`config.mk`:
```
export PLATFORM = sky130hd
export DESIGN_NAME = enemy_bank
export DESIGN_NICKNAME = d
export VERILOG_FILES = /design/src/rtl/enemy_bank.sv
export SDC_FILE = /design/constraint.sdc
export NUM_CORES = 1
export LEC_CHECK = 0
export CORE_ASPECT_RATIO = 0.75
export CORE_MARGIN = 1
export CORE_UTILIZATION = 57
export DETAILED_ROUTE_END_ITERATION = 8
export PLACE_DENSITY_LB_ADDON = 0.12
export SETUP_SLACK_MARGIN = 0.15
export SYNTH_ARGS = -nofsm -noshare
export SYNTH_HDL_FRONTEND = slang
export SYNTH_SLANG_ARGS = --single-unit
```
`constraint.sdc`:
```
create_clock -name clk -period 6.44 [get_ports clk]
set_input_delay 1.288 -clock clk [delete_from_list [all_inputs] [get_ports clk]]
set_output_delay 1.288 -clock clk [all_outputs]
set_load 0.05 [all_outputs]
```
`src/rtl/enemy_bank.sv`:
```
// Shared-datapath motion engine for NUM_ENEMIES bouncing square enemies.
// Each rate tick moves one slot per cycle, then tests one slot per cycle against the player box.
module enemy_bank #(
  parameter int NUM_ENEMIES = 4,
  parameter int X_W         = 8,
  parameter int Y_W         = 7,
  parameter int SCREEN_W    = 160,
  parameter int SCREEN_H    = 120,
  parameter int RATE_DIV    = 249999,
  localparam int ID_W       = (NUM_ENEMIES > 1) ? $clog2(NUM_ENEMIES) : 1
) (
  input  logic                       clk,
  input  logic                       reset,
  input  logic                       play,
  input  logic                       spawn_valid,
  output logic                       spawn_ready,
  input  logic [ID_W-1:0]            spawn_id,
  input  logic [X_W-1:0]             spawn_x,
  input  logic [Y_W-1:0]             spawn_y,
  input  logic [2:0]                 spawn_dx,
  input  logic [2:0]                 spawn_dy,
  input  logic                       spawn_left,
  input  logic                       spawn_up,
  input  logic [2:0]                 spawn_size,
  input  logic                       kill_valid,
  input  logic [ID_W-1:0]            kill_id,
  input  logic [X_W-1:0]             player_x,
  input  logic [Y_W-1:0]             player_y,
  input  logic [2:0]                 player_size,
  output logic [NUM_ENEMIES*X_W-1:0] enemy_x,
  output logic [NUM_ENEMIES*Y_W-1:0] enemy_y,
  output logic [NUM_ENEMIES*3-1:0]   enemy_size,
  output logic [NUM_ENEMIES-1:0]     active,
  output logic                       hit,
  output logic [ID_W-1:0]            hit_id,
  output logic                       frame_tick
);
  localparam int CNT_W = (RATE_DIV > 0) ? $clog2(RATE_DIV + 1) : 1;
  localparam logic [ID_W-1:0] LAST_ID = ID_W'(NUM_ENEMIES - 1);
  localparam logic [X_W:0]    SCR_W   = (X_W+1)'(SCREEN_W);
  localparam logic [Y_W:0]    SCR_H   = (Y_W+1)'(SCREEN_H);

  typedef enum logic [1:0] {IDLE, UPDATE, COLLIDE, DONE} state_t;

  state_t                 state_q, state_d;
  logic [ID_W-1:0]        idx_q, idx_d;
  logic [CNT_W-1:0]       cnt_q, cnt_d;
  logic [X_W-1:0]         x_q    [NUM_ENEMIES];
  logic [X_W-1:0]         x_d    [NUM_ENEMIES];
  logic [Y_W-1:0]         y_q    [NUM_ENEMIES];
  logic [Y_W-1:0]         y_d    [NUM_ENEMIES];
  logic [2:0]             dx_q   [NUM_ENEMIES];
  logic [2:0]             dx_d   [NUM_ENEMIES];
  logic [2:0]             dy_q   [NUM_ENEMIES];
  logic [2:0]             dy_d   [NUM_ENEMIES];
  logic [2:0]             size_q [NUM_ENEMIES];
  logic [2:0]             size_d [NUM_ENEMIES];
  logic [NUM_ENEMIES-1:0] left_q, left_d, up_q, up_d, active_q, active_d;
  logic                   hit_q, hit_d, frame_tick_q, frame_tick_d, ready_q, ready_d;
  logic                   acc_hit_q, acc_hit_d;
  logic [ID_W-1:0]        hit_id_q, hit_id_d, acc_id_q, acc_id_d;

  logic                   tick;
  logic [2:0]             spawn_sz;
  logic [X_W-1:0]         clamp_x, new_x;
  logic [Y_W-1:0]         clamp_y, new_y;
  logic [X_W:0]           cur_x, step_x, sz_x, px, ps_x;
  logic [Y_W:0]           cur_y, step_y, sz_y, py, ps_y;
  logic                   new_left, new_up, overlap;

  always_comb begin
    tick  = play && (cnt_q == CNT_W'(RATE_DIV));
    cnt_d = cnt_q;
    if (play) cnt_d = tick ? '0 : cnt_q + CNT_W'(1);
  end

  // Spawn positions are pulled back so the whole square stays on screen.
  always_comb begin
    spawn_sz = (spawn_size == 3'd0) ? 3'd1 : spawn_size;
    clamp_x  = spawn_x;
    clamp_y  = spawn_y;
    if ({1'b0, spawn_x} + (X_W+1)'(spawn_sz) > SCR_W) clamp_x = X_W'(SCR_W - (X_W+1)'(spawn_sz));
    if ({1'b0, spawn_y} + (Y_W+1)'(spawn_sz) > SCR_H) clamp_y = Y_W'(SCR_H - (Y_W+1)'(spawn_sz));
  end

  always_comb begin
    cur_x    = {1'b0, x_q[idx_q]};
    cur_y    = {1'b0, y_q[idx_q]};
    step_x   = (X_W+1)'(dx_q[idx_q]);
    step_y   = (Y_W+1)'(dy_q[idx_q]);
    sz_x     = (X_W+1)'(size_q[idx_q]);
    sz_y     = (Y_W+1)'(size_q[idx_q]);
    new_x    = x_q[idx_q];
    new_y    = y_q[idx_q];
    new_left = left_q[idx_q];
    new_up   = up_q[idx_q];
    if (dx_q[idx_q] != 3'd0) begin
      if (left_q[idx_q]) begin
        if (cur_x <= step_x) begin
          new_x    = '0;
          new_left = 1'b0;
        end else new_x = X_W'(cur_x - step_x);
      end else if (cur_x + sz_x + step_x >= SCR_W) begin
        new_x    = X_W'(SCR_W - sz_x);
        new_left = 1'b1;
      end else new_x = X_W'(cur_x + step_x);
    end
    if (dy_q[idx_q] != 3'd0) begin
      if (up_q[idx_q]) begin
        if (cur_y <= step_y) begin
          new_y  = '0;
          new_up = 1'b0;
        end else new_y = Y_W'(cur_y - step_y);
      end else if (cur_y + sz_y + step_y >= SCR_H) begin
        new_y  = Y_W'(SCR_H - sz_y);
        new_up = 1'b1;
      end else new_y = Y_W'(cur_y + step_y);
    end
    px      = {1'b0, player_x};
    py      = {1'b0, player_y};
    ps_x    = (X_W+1)'(player_size);
    ps_y    = (Y_W+1)'(player_size);
    overlap = active_q[idx_q] && (cur_x < px + ps_x) && (px < cur_x + sz_x)
                              && (cur_y < py + ps_y) && (py < cur_y + sz_y);
  end

  always_comb begin
    state_d      = state_q;
    idx_d        = idx_q;
    x_d          = x_q;
    y_d          = y_q;
    dx_d         = dx_q;
    dy_d         = dy_q;
    size_d       = size_q;
    left_d       = left_q;
    up_d         = up_q;
    active_d     = active_q;
    hit_d        = hit_q;
    hit_id_d     = hit_id_q;
    acc_hit_d    = acc_hit_q;
    acc_id_d     = acc_id_q;
    frame_tick_d = 1'b0;
    case (state_q)
      IDLE: begin
        // Kill is applied first so a same-slot spawn overrides it.
        if (ready_q && kill_valid) active_d[kill_id] = 1'b0;
        if (ready_q && spawn_valid) begin
          x_d[spawn_id]      = clamp_x;
          y_d[spawn_id]      = clamp_y;
          dx_d[spawn_id]     = spawn_dx;
          dy_d[spawn_id]     = spawn_dy;
          left_d[spawn_id]   = spawn_left;
          up_d[spawn_id]     = spawn_up;
          size_d[spawn_id]   = spawn_sz;
          active_d[spawn_id] = 1'b1;
        end
        if (tick) begin
          state_d   = UPDATE;
          idx_d     = '0;
          acc_hit_d = 1'b0;
          acc_id_d  = '0;
        end
      end
      UPDATE: begin
        if (active_q[idx_q]) begin
          x_d[idx_q]    = new_x;
          y_d[idx_q]    = new_y;
          left_d[idx_q] = new_left;
          up_d[idx_q]   = new_up;
        end
        if (idx_q == LAST_ID) begin
          state_d = COLLIDE;
          idx_d   = '0;
        end else idx_d = idx_q + ID_W'(1);
      end
      COLLIDE: begin
        if (overlap && !acc_hit_q) begin
          acc_hit_d = 1'b1;
          acc_id_d  = idx_q;
        end
        // Results land together with frame_tick so consumers see a consistent frame.
        if (idx_q == LAST_ID) begin
          state_d      = DONE;
          frame_tick_d = 1'b1;
          hit_d        = acc_hit_d;
          hit_id_d     = acc_id_d;
        end else idx_d = idx_q + ID_W'(1);
      end
      DONE:    state_d = IDLE;
      default: state_d = IDLE;
    endcase
    ready_d = (state_d == IDLE);
  end

  always_ff @(posedge clk or posedge reset) begin
    if (reset) begin
      state_q      <= IDLE;
      idx_q        <= '0;
      cnt_q        <= '0;
      left_q       <= '0;
      up_q         <= '0;
      active_q     <= '0;
      hit_q        <= 1'b0;
      hit_id_q     <= '0;
      acc_hit_q    <= 1'b0;
      acc_id_q     <= '0;
      frame_tick_q <= 1'b0;
      ready_q      <= 1'b0;
      for (int i = 0; i < NUM_ENEMIES; i++) begin
        x_q[i]    <= '0;
        y_q[i]    <= '0;
        dx_q[i]   <= '0;
        dy_q[i]   <= '0;
        size_q[i] <= '0;
      end
    end else begin
      state_q      <= state_d;
      idx_q        <= idx_d;
      cnt_q        <= cnt_d;
      left_q       <= left_d;
      up_q         <= up_d;
      active_q     <= active_d;
      hit_q        <= hit_d;
      hit_id_q     <= hit_id_d;
      acc_hit_q    <= acc_hit_d;
      acc_id_q     <= acc_id_d;
      frame_tick_q <= frame_tick_d;
      ready_q      <= ready_d;
      x_q          <= x_d;
      y_q          <= y_d;
      dx_q         <= dx_d;
      dy_q         <= dy_d;
      size_q       <= size_d;
    end
  end

  always_comb begin
    for (int i = 0; i < NUM_ENEMIES; i++) begin
      enemy_x[i*X_W +: X_W] = x_q[i];
      enemy_y[i*Y_W +: Y_W] = y_q[i];
      enemy_size[i*3 +: 3]  = size_q[i];
    end
  end

  assign spawn_ready = ready_q;
  assign active      = active_q;
  assign hit         = hit_q;
  assign hit_id      = hit_id_q;
  assign frame_tick  = frame_tick_q;

endmodule

```
======== After elaboration in Yosys (flattened, before gate mapping) ========
Index checks and enable logic that the tools add are counted.
operators by class
  $add $sub $neg .......................... 18
  magnitude comparators ................... 20
  eq/ne operators ......................... 9
  multiplexer cells ....................... 98
  bitwise operators ....................... 5
  reduce and logical (&&, ||, !) cells .... 27
operator list
  kind                                                              count
  8-bit 2-to-1 mux                                                  9
  32-bit bitwise mux                                                2
  32-bit 2-to-1 mux                                                 2
  32-bit case mux with 2 select lines                               1
  7-bit 2-to-1 mux                                                  9
  28-bit bitwise mux                                                2
  28-bit 2-to-1 mux                                                 2
  28-bit case mux with 2 select lines                               1
  12-bit bitwise mux                                                3
  8-bit demux with 2-bit select                                     2
  7-bit demux with 2-bit select                                     2
  4-bit 2-to-1 mux                                                  7
  8-bit by 3-bit adder with 9-bit output                            3
  7-bit by 3-bit adder with 8-bit output                            3
  3-bit 2-to-1 mux                                                  8
  18-bit by 1-bit adder with 18-bit output (second input constant)  1
  3-bit binary-select mux with 2-bit select                         3
  18-bit equality test (second input constant)                      1
  8-bit by 9-bit < comparator with 1-bit output                     2
  1-bit 2-to-1 mux                                                  18
  18-bit 2-to-1 mux                                                 1
  8-bit by 3-bit adder with 8-bit output                            2
  8-bit binary-select mux with 2-bit select                         1
  4-bit bitwise mux                                                 4
  43 further kinds                                                  88
word-level totals
  register bits ........................... 138
  output and inout bits ................... 81

======== Longest topological paths before layout ========
Gate-level depths: netlist of run 1.
  word-level depth ........................ 13
  depth in mapped cells ................... 19
  depth with buffers taken out ............ 15

======== Worst setup path after synthesis of run 1 ========
Ideal clock, no wire load.
  path kind ............................... register to register
  start ................................... reg idx_q[0]
  end ..................................... reg y_q (netlist bit enemy_y[21])
  arrival time ............................ 4.837 ns
  required time ........................... 6.314 ns
  setup slack ............................. 1.477 ns
  cell stages (with the launch flop) ...... 19
  path through ............................ dfrtp_1 buf_6 buf_6 buf_2 clkbuf_1 mux4_2 fa_1 inv_1 fa_1 nand2b_1 nor3_1 nor2_1 a221o_1 o2bb2ai_1 o21ba_1 buf_2 mux2i_1 o32ai_2 a221o_1
on the way
  cells in the longest elaborated chain, start to end .. 13
  elaborated cells between the ends (all ways) .. 36
  classes of those cells .................. add/sub (5); order compare (4); eq/ne (1); mux (22); bitwise (1); reduce/logical (3)
RTL lines
  element                                                                                                 RTL line    source
  from (decl)                                                                                             46          logic [ID_W-1:0] idx_q, idx_d;
  from (signal assigned)                                                                                  218         idx_q <= idx_d;
  2-bit NOT with 3-bit output (implied by the code)                                                       --
  7-bit binary-select mux with 2-bit select or 3-bit binary-select mux with 2-bit select (tied branches)  88, 94, 92
  7-bit 2-to-1 mux (implied by the code) or 3-bit 2-to-1 mux (tied branches) (2 in series)                88, 94, 92
  7-bit by 3-bit adder with 8-bit output                                                                  114         end else if (cur_y + sz_y + step_y >= SCR_H) begin
  8-bit by 3-bit adder with 8-bit output                                                                  114
  8-bit by 7-bit greater-or-equal comparator with 1-bit output                                            114
  7-bit 2-to-1 mux                                                                                        114
  7-bit 2-to-1 mux                                                                                        109         if (up_q[idx_q]) begin
  7-bit 2-to-1 mux                                                                                        108         if (dy_q[idx_q] != 3'd0) begin
  28-bit bitwise mux                                                                                      167         y_d[idx_q] = new_y;
  28-bit 2-to-1 mux                                                                                       165         if (active_q[idx_q]) begin
  28-bit case mux with 2 select lines                                                                     143         case (state_q)
  to (signal assigned)                                                                                    230         y_q <= y_d;
  to (decl)                                                                                               50          logic [Y_W-1:0] y_q [NUM_ENEMIES];
Several ways; a longest one is shown, not always the timed one. The select of a mux whose other input is x is not followed.
A chain may end at the register's enable or synchronous reset.

======== Final worst setup path of run 1 ========
  start ................................... in spawn_size[1]
  end ..................................... reg x_q (netlist bit enemy_x[16])
on the way
  cells in the longest elaborated chain, start to end .. 8
  elaborated cells between the ends (all ways) .. 9
  classes of those cells .................. add/sub (2); order compare (1); mux (5); reduce/logical (1)
RTL lines
  element                                        RTL line  source
  from (decl)                                    24        input logic [2:0] spawn_size,
  3-bit logical NOT *                            79        spawn_sz = (spawn_size == 3'd0) ? 3'd1 : spawn_size;
  3-bit 2-to-1 mux *                             79
  net spawn_sz[0]                                64        logic [2:0] spawn_sz;
  8-bit by 3-bit adder with 9-bit output         82        if ({1'b0, spawn_x} + (X_W+1)'(spawn_sz) > SCR_W) clamp_x = X_W'(SCR_W - (X_W+1)'(spawn_sz));
  9-bit by 8-bit > comparator with 1-bit output  82
  8-bit 2-to-1 mux *                             82
  32-bit bitwise mux *                           148       x_d[spawn_id] = clamp_x;
  32-bit 2-to-1 mux *                            147       if (ready_q && spawn_valid) begin
  32-bit case mux with 2 select lines *          143
  to (signal, indexed assignment)                210       x_q[i] <= '0;
  to (signal assigned)                           229       x_q <= x_d;
  to (decl)                                      48        logic [X_W-1:0] x_q [NUM_ENEMIES];
The timed path passes the listed nets; every way through them passes the cells marked *. The select of a mux whose other input is x is not followed.

==> out/results.tsv, run 1 <==
stage	metric	value	unit
detailed_routing	total number of vias	10210	
sta	Worst-Margin Slew	1050	ps
critical_path	CP Buf/Inv Count	4	
yosys	post-synth cell types	78	
global_routing	vias in the first global route	9657	
power	switching pwr	1.409	mW
yosys	#FFs+latches synth	138	
yosys	mapped cell area	0.01068	mm²
placement	post-DP HPWL	24.51	mm
yosys	EDFF count, synth	0	
detailed_routing	vias per cell	6.667	
detailed_routing	Pre-antenna DRT Iters	7	
global_routing	largest net degree at the start of global routing	95	
hold_path	min-delay src	hit$_DFFE_PP0P_	
layout	Filler cells	1370	
critical_path	critical path's largest stage delay	650	ps
power	sequential power share	0.313	
detailed_routing	Detailed Route Iter0 Violations	1273	
placement	PortBufs	133	
sta	final worst-path cycle share	0.8705	
clocking	CTS Buf Count	17	
hold_path	Hold Crit Depth	2	
global_routing	gr usage total	0.3554	
yosys	Syn Nets	1305	
floorplan	Core Area	0.01797	mm²
yosys	Ys Warns	0	
sta	worst setup margin	834.1	ps
critical_path	Crit-path slowest cell	mux2i_1	
critical_path	Worst Path Max Fanout	8	
clocking	cts hold-fix bufs	0	
detailed_routing	Avg WL per Cell	22.05	µm
sta	clk_skew	9.992	ps
layout	most common cell after layout, fill and taps aside	dfrtp_1	
power	PwrDens	274.1	mW/mm²
clocking	CTS clk-pin slew, worst paths	60	ps
sta	# setup viols final	0	
power	Logic pwr share	0.402	
yosys	ys async rst share	1.000	
detailed_routing	# DRC	0	
power	P_int	2.099	mW
floorplan	Initial Utilization	0.5941	
floorplan	die width	160.0	µm
clocking	post-cts sizing count	0	
layout	commonest cells after routing, fill and taps aside	dfrtp_1 (137), clkdlybuf4s50_1 (133), nand2_1 (126)	
critical_path	endpoint class of the critical path	register	
sta	Tmin final	5606	ps
clocking	H-Tree Depth	4	
critical_path	CP Cell Sequence	clkdlybuf4s50_1 > inv_1 > a21oi_1 > inv_1 > ha_1 > inv_1 > fa_1 > or4b_1 > o21bai_1 > a21o_1 > a21oi_1 > a221oi_4 > mux2i_1 > o211ai_1 > o21ai_0 > nor2_1	
floorplan	area of the die	0.01929	mm²
layout	layout cells sized above 1	0.1000	
global_routing	initial antenna violation count	0	
critical_path	Worst EP arrival	5910	ps
critical_path	startpoint types	primary input	
clocking	worst skew pair latency	430	ps
placement	dpl ws	595.5	ps
yosys	register area share after synthesis	0.3235	
global_routing	grt total ovfl	0	
placement	RD Place Congestion	0.9197	
power	Clk pwr share	0.285	
detailed_routing	ANT nets after route	0	
yosys	Mapped Avg Cell Area	9.149	µm²
flow_run	Max Cap Viol	0	
layout	Area Overhead vs Synth	19.89	%
clocking	clock sinks	138	
power	Peak VDD IR	225.7	µV
layout	n_diodes	0	
clocking	Post-CTS Setup Inserts	0	
floorplan	# IOs	134	
critical_path	Req. time, crit path	6750	ps
clocking	CTS tree	yes	
sta	final slew viol count	0	
critical_path	delay-heaviest family, CP	compound AO/OA/AOI/OAI gates	
critical_path	Worst path depth	16	
clocking	root buf cell	clkbuf_16	
detailed_routing	Routed WL	33.79	mm
sta	Max Clock Freq	178.4	MHz
sta	Fin Setup TNS	0	ps
power	switching share of power	0.4016	
clocking	maximum root-to-sink buffer count	2	
critical_path	worst r2r src	idx_q[0]$_DFFE_PP0P_	
layout	nets	1415	
power	leakage	5.578	nW
global_routing	first-pass GRT wire length	52.79	mm
sta	RSZ-0062 raised after global routing	false	
critical_path	Worst setup startpoint	spawn_size[1]	
floorplan	Die Ht	120.5	µm
critical_path	critical path class	primary input to register	
floorplan	row cnt	42	
sta	count of final hold-check violations	0	
critical_path	FF-to-FF path depth	14	
yosys	Post-Synthesis Cells	1167	
sta	max_slew headroom	0.2954	
hold_path	HP Class	register to register	
critical_path	cell mode on critical path	inv_1	
outcome	status	finished, final reports clean	
yosys	Synth Flop Type	dfrtp_1	
-- final timing paths --
| check | endpoint | slack, ps |
|---|---|---|
| setup reg to reg | enemy_y[17]$_DFFE_PP0P_ | 1180 |
| max in group asynchronous | idx_q[0]$_DFFE_PP0P_ | 3860 |
| setup / recovery | enemy_x[16]$_DFFE_PP0P_ | 830 |
| hold reg to reg | hit$_DFFE_PP0P_ | 480 |
| min in group asynchronous | active[1]$_DFFE_PP0P_ | 1410 |
| hold / removal | hit$_DFFE_PP0P_ | 480 |
-- Yosys cell counts, types with 9 or more instances --
| cell type | n | area share |
|---|---|---|
| dfrtp_1 | 138 | 0.32 |
| nand2_1 | 126 | 0.044 |
| nor2_1 | 104 | 0.037 |
| ha_1 | 73 | 0.086 |
| o21ai_0 | 73 | 0.034 |
| a21oi_1 | 72 | 0.034 |
| inv_1 | 55 | 0.019 |
| clkbuf_1 | 43 | 0.015 |
| mux2_2 | 32 | 0.034 |
| nand3_1 | 28 | 0.013 |
| mux4_2 | 26 | 0.055 |
| xnor2_1 | 25 | 0.021 |
| a21o_1 | 24 | 0.017 |
| o211ai_1 | 23 | 0.016 |
| xor2_1 | 21 | 0.017 |
| nor3_1 | 18 | 0.0084 |
| mux2i_1 | 15 | 0.014 |
| a221o_1 | 14 | 0.013 |
| a22oi_1 | 14 | 0.0098 |
| nand4_1 | 13 | 0.0076 |
| a211oi_1 | 12 | 0.0084 |
| a32oi_1 | 12 | 0.0098 |
| fa_1 | 12 | 0.023 |
| nand2b_1 | 10 | 0.0059 |
| nor2b_1 | 10 | 0.0059 |
| o211a_1 | 10 | 0.0094 |
| and3_1 | 9 | 0.0053 |
| buf_2 | 9 | 0.0042 |
| o21ai_1 | 9 | 0.0042 |
| o221ai_1 | 9 | 0.0074 |
| o22ai_1 | 9 | 0.0053 |
| o31ai_1 | 9 | 0.0063 |
-- per-layer routing --
metal / GRT usage / vias up / part of all wire
met5: 0 / - / 0
met4: 0.1310 / 0 / 0.030
met3: 0.09571 / 121 / 0.12
met2: 0.5185 / 679 / 0.43
met1: 0.5060 / 4877 / 0.42
li1: - / 4537 / -
-- per-stage QoR --
step / util / std cells / hold slack, ps / area (µm²) / power (mW)
global placement: 0.6794 / 1500 / 468.5 / 12210 / 2.448
global route: 0.7122 / 1532 / 504.3 / 12800 / 3.659
finish: 0.7122 / 1532 / 484.8 / 12800 / 3.508
floorplan: - / 1167 / 455.2 / 10680 / 2.046
CTS: 0.7122 / 1532 / 488.3 / 12800 / 3.477
detailed placement: 0.6794 / 1500 / 473.8 / 12210 / 2.480
-- state kept, by name, summed over array words and instances (netlist names) --
register and cells:
enemy_x 32, enemy_y 28, cnt_q 18, dx_q 12, dy_q 12, enemy_size 12
active 4, left_q 4, up_q 4, acc_id_q 2, hit_id 2, idx_q 2
state_q 2, acc_hit_q 1, frame_tick 1, hit 1, spawn_ready 1
-- worst register-to-register path: stages, from the launching register on --
cell and delay [ps]:
dfrtp_2 750, mux4_2 660, ha_1 240, fa_1 510
inv_1 80, fa_1 380, nand2b_1 170, nor3_1 390
nor2_1 80, a221o_1 340, o2bb2ai_1 130, o21ba_1 330
mux2i_1 180, o21ai_0 630, o221ai_1 230
-- final cells by class --
type,instances,area (µm²),share of cell area
clock buffer,18,429.2,0.03353
inverter,56,215.2,0.01681
multi-input combinational,913,6759,0.5281
timing repair buffer,151,1479,0.1155
clock inverter,14,160.2,0.01251
tap,242,302.8,0.02366
sequential,138,3455,0.2699
-- cell families (layout without fill, tap and decap cells) --
group | Yosys count | in the layout | synth area share
adders and majority gates | 86 | 86 | 0.1090
DFF | 138 | 138 | 0.3234
buffers and inverters | 116 | 239 | 0.04465
muxes | 74 | 74 | 0.1041
and+or+nand+nor | 355 | 355 | 0.1525
AOI/OAI and AO/OA | 351 | 351 | 0.2271
xor gates and xnor gates | 47 | 47 | 0.03926
-- power by group through the flow --
stage          logic (mW)  clock network, mW  registers [mW]
5_1_grt              1.51               1.04            1.11
4_1_cts              1.39              0.998            1.09
3_3_place_gp         1.34                  0            1.10
3_5_place_dp         1.37                  0            1.11
6_report             1.41              0.999            1.10
2_1_floorplan       0.755                  0            1.29
(Power assumes the default switching activity.)
==> run 2: changes to the inputs <==
- PLACE_DENSITY: default -> 0.82
- PLACE_DENSITY_LB_ADDON: 0.12 -> default
==> run 2 against run 1 <==
Against the previous run: via count increased by 1.2%; sequential power about the same; fmax increased by 0.44%; non-clock buffer count decreased by 1; combinational power about the same; first-iteration DRC count increased by 5.3%; routed wire length increased by 1.4%; sequential cell count unchanged; hold slack got worse by 2.0 ps; final area decreased by 0.15%; clock power decreased by 1%; critical path depth unchanged; largest cell class unchanged.
==> out/results.tsv, run 2 (same netlist as run 1, synthesis figures left out) <==
stage	metric	value	unit	change
outcome	status	finished, final reports clean		unchanged
floorplan	row cnt	42		unchanged
critical_path	startpoint types	primary input		unchanged
global_routing	vias in the first global route	9951		was 9657
floorplan	Initial Utilization	0.5941		unchanged
sta	max_slew headroom	0.2472		was 0.2954
floorplan	# IOs	134		unchanged
layout	Filler cells	1344		was 1370
global_routing	initial antenna violation count	1		was 0
detailed_routing	vias per cell	6.747		was 6.667
sta	final slew viol count	0		unchanged
clocking	root buf cell	clkbuf_16		unchanged
clocking	clock sinks	138		unchanged
hold_path	min-delay src	hit_id[1]$_DFFE_PP0P_		was hit$_DFFE_PP0P_
sta	Fin Setup TNS	0	ps	unchanged
sta	# setup viols final	0		unchanged
critical_path	Req. time, crit path	6750	ps	about the same
clocking	CTS tree	yes		unchanged
flow_run	Max Cap Viol	0		unchanged
hold_path	hold endpoint	hit_id[1]$_DFFE_PP0P_		was hit$_DFFE_PP0P_
sta	final worst-path cycle share	0.8666		was 0.8705
detailed_routing	# DRC	0		unchanged
critical_path	Worst Path Max Fanout	8		unchanged
sta	worst setup margin	858.9	ps	was 834.1 ps
layout	Finished Layout Cells	1532		unchanged
layout	Area Overhead vs Synth	19.71	%	was 19.89%
clocking	CTS Buf Count	17		unchanged
global_routing	largest net degree at the start of global routing	89		was 95
detailed_routing	total number of vias	10340		was 10210
clocking	CTS clk-pin slew, worst paths	60	ps	about the same
layout	most common cell after layout, fill and taps aside	dfrtp_1		unchanged
critical_path	FF-to-FF path depth	14		unchanged
global_routing	gr usage total	0.3612		was 0.3554
hold_path	Hold Crit Depth	2		unchanged
sta	Worst-Margin Slew	1125	ps	was 1050 ps
floorplan	Core Area	0.01797	mm²	unchanged
critical_path	critical path class	primary input to register		unchanged
power	switching pwr	1.400	mW	was 1.409 mW
layout	final core utilization	0.7112		was 0.7122
power	P_int	2.099	mW	about the same
critical_path	FF-to-FF setup slack	1090	ps	was 1180 ps
layout	layout cells sized above 1	0.1001		was 0.1000
power	leakage	5.541	nW	was 5.578 nW
power	PwrDens	273.7	mW/mm²	was 274.1 mW/mm²
power	Peak VDD IR	213.5	µV	was 225.7 µV
layout	number of flip-flops in the largest register	32		unchanged
clocking	cts hold-fix bufs	0		unchanged
critical_path	worst r2r src	idx_q[1]$_DFFE_PP0P_		was idx_q[0]$_DFFE_PP0P_
layout	nets	1414		was 1415
power	sequential power share	0.314		was 0.313
power	Logic pwr share	0.403		was 0.402
sta	clk_skew	9.675	ps	was 9.992 ps
critical_path	endpoint class of the critical path	register		unchanged
power	Total Power	3.499	mW	was 3.508 mW
layout	commonest cells after routing, fill and taps aside	dfrtp_1 (137), clkdlybuf4s50_1 (133), nand2_1 (126)		unchanged
global_routing	first-pass GRT wire length	53.68	mm	was 52.79 mm
critical_path	Crit Reg-Reg Endpoint	enemy_y[24]$_DFFE_PP0P_		was enemy_y[17]$_DFFE_PP0P_
clocking	H-Tree Depth	4		unchanged
floorplan	die width	160.0	µm	unchanged
clocking	post-cts sizing count	0		unchanged
global_routing	grt total ovfl	0		unchanged
detailed_routing	Avg WL per Cell	22.36	µm	was 22.05 µm
hold_path	HP Class	register to register		unchanged
placement	PortBufs	133		unchanged
power	Clk pwr share	0.282		was 0.285
floorplan	area of the die	0.01929	mm²	unchanged
power	switching share of power	0.4002		was 0.4016
detailed_routing	Routed WL	34.26	mm	was 33.79 mm
placement	post-DP HPWL	24.60	mm	was 24.51 mm
sta	count of final hold-check violations	0		unchanged
clocking	Post-CTS Setup Inserts	0		unchanged
detailed_routing	Pre-antenna DRT Iters	6		was 7
sta	RSZ-0062 raised after global routing	false		unchanged
sta	Max Clock Freq	179.2	MHz	was 178.4 MHz
clocking	worst skew pair latency	430	ps	about the same
critical_path	Worst EP arrival	5890	ps	was 5910 ps
placement	RD Place Congestion	0.9605		was 0.9197
detailed_routing	ANT nets after route	0		unchanged
placement	dpl ws	587.4	ps	was 595.5 ps
sta	Tmin final	5581	ps	was 5606 ps
clocking	maximum root-to-sink buffer count	2		unchanged
floorplan	Die Ht	120.5	µm	unchanged
detailed_routing	Detailed Route Iter0 Violations	1340		was 1273
placement	placed cell count	1499		was 1500
[run 2: through the flow]
step / hold slack (ps) / area, µm²
after floorplan: 455.2 / 10680
after global placement: 470.5 / 12190
after detailed placement: 474.5 / 12190
after CTS: 491.2 / 12780
after global routing: 516.8 / 12780
final: 482.8 / 12780
[run 2: worst max-delay path: stages]
cell	delay (ps)
clkdlybuf4s50_1	570
inv_1	170
a21oi_1	470
inv_1	200
ha_1	240
inv_1	80
fa_1	190
or4b_1	480
o21bai_1	280
a21o_1	170
a21oi_1	150
a221oi_4	490
mux2i_1	680
o211ai_1	200
a21oi_1	170
nor2_1	60
[run 2: power groups by stage]
stage	Combinational (mW)	Clock (mW)	Sequential, mW
final	1.41	0.987	1.10
after global routing	1.51	1.02	1.11
after CTS	1.38	0.981	1.09
after detailed placement	1.37	0	1.11
after floorplan	0.755	0	1.29
after global placement	1.33	0	1.10
[run 2: how the worst max path moves through the flow]
stage,slack (ps),start,end,cells after the start
after global placement,860,spawn_size[1],enemy_x[0]$_DFFE_PP0P_,16
final,860,spawn_size[1],enemy_x[8]$_DFFE_PP0P_,16
after floorplan,1460,reset,acc_hit_q$_DFFE_PP0P_,1
after detailed placement,590,spawn_size[1],enemy_x[8]$_DFFE_PP0P_,16
after CTS,980,spawn_size[1],enemy_x[8]$_DFFE_PP0P_,16
after global routing,620,spawn_size[1],enemy_x[0]$_DFFE_PP0P_,16
[run 2: layer usage]
| metal | GRT usage | share of wire | up-vias |
|---|---|---|---|
| met5 | 0 | 0 | - |
| met4 | 0.1375 | 0.037 | 0 |
| met3 | 0.1118 | 0.13 | 157 |
| met2 | 0.5296 | 0.42 | 779 |
| met1 | 0.5011 | 0.41 | 4871 |
| li1 | - | - | 4530 |
[run 2: layout make-up]
class	instances	area (µm²)	area share
Inverter	56	215.2	0.01684
Tap cell	242	302.8	0.02369
Timing Repair Buffer	150	1459	0.1141
Antenna cell	1	2.502	0.0001958
Clock inverter	14	148.9	0.01165
Sequential cell	138	3455	0.2703
Clock buffer	18	439.2	0.03436
Multi-Input combinational cell	913	6759	0.5288
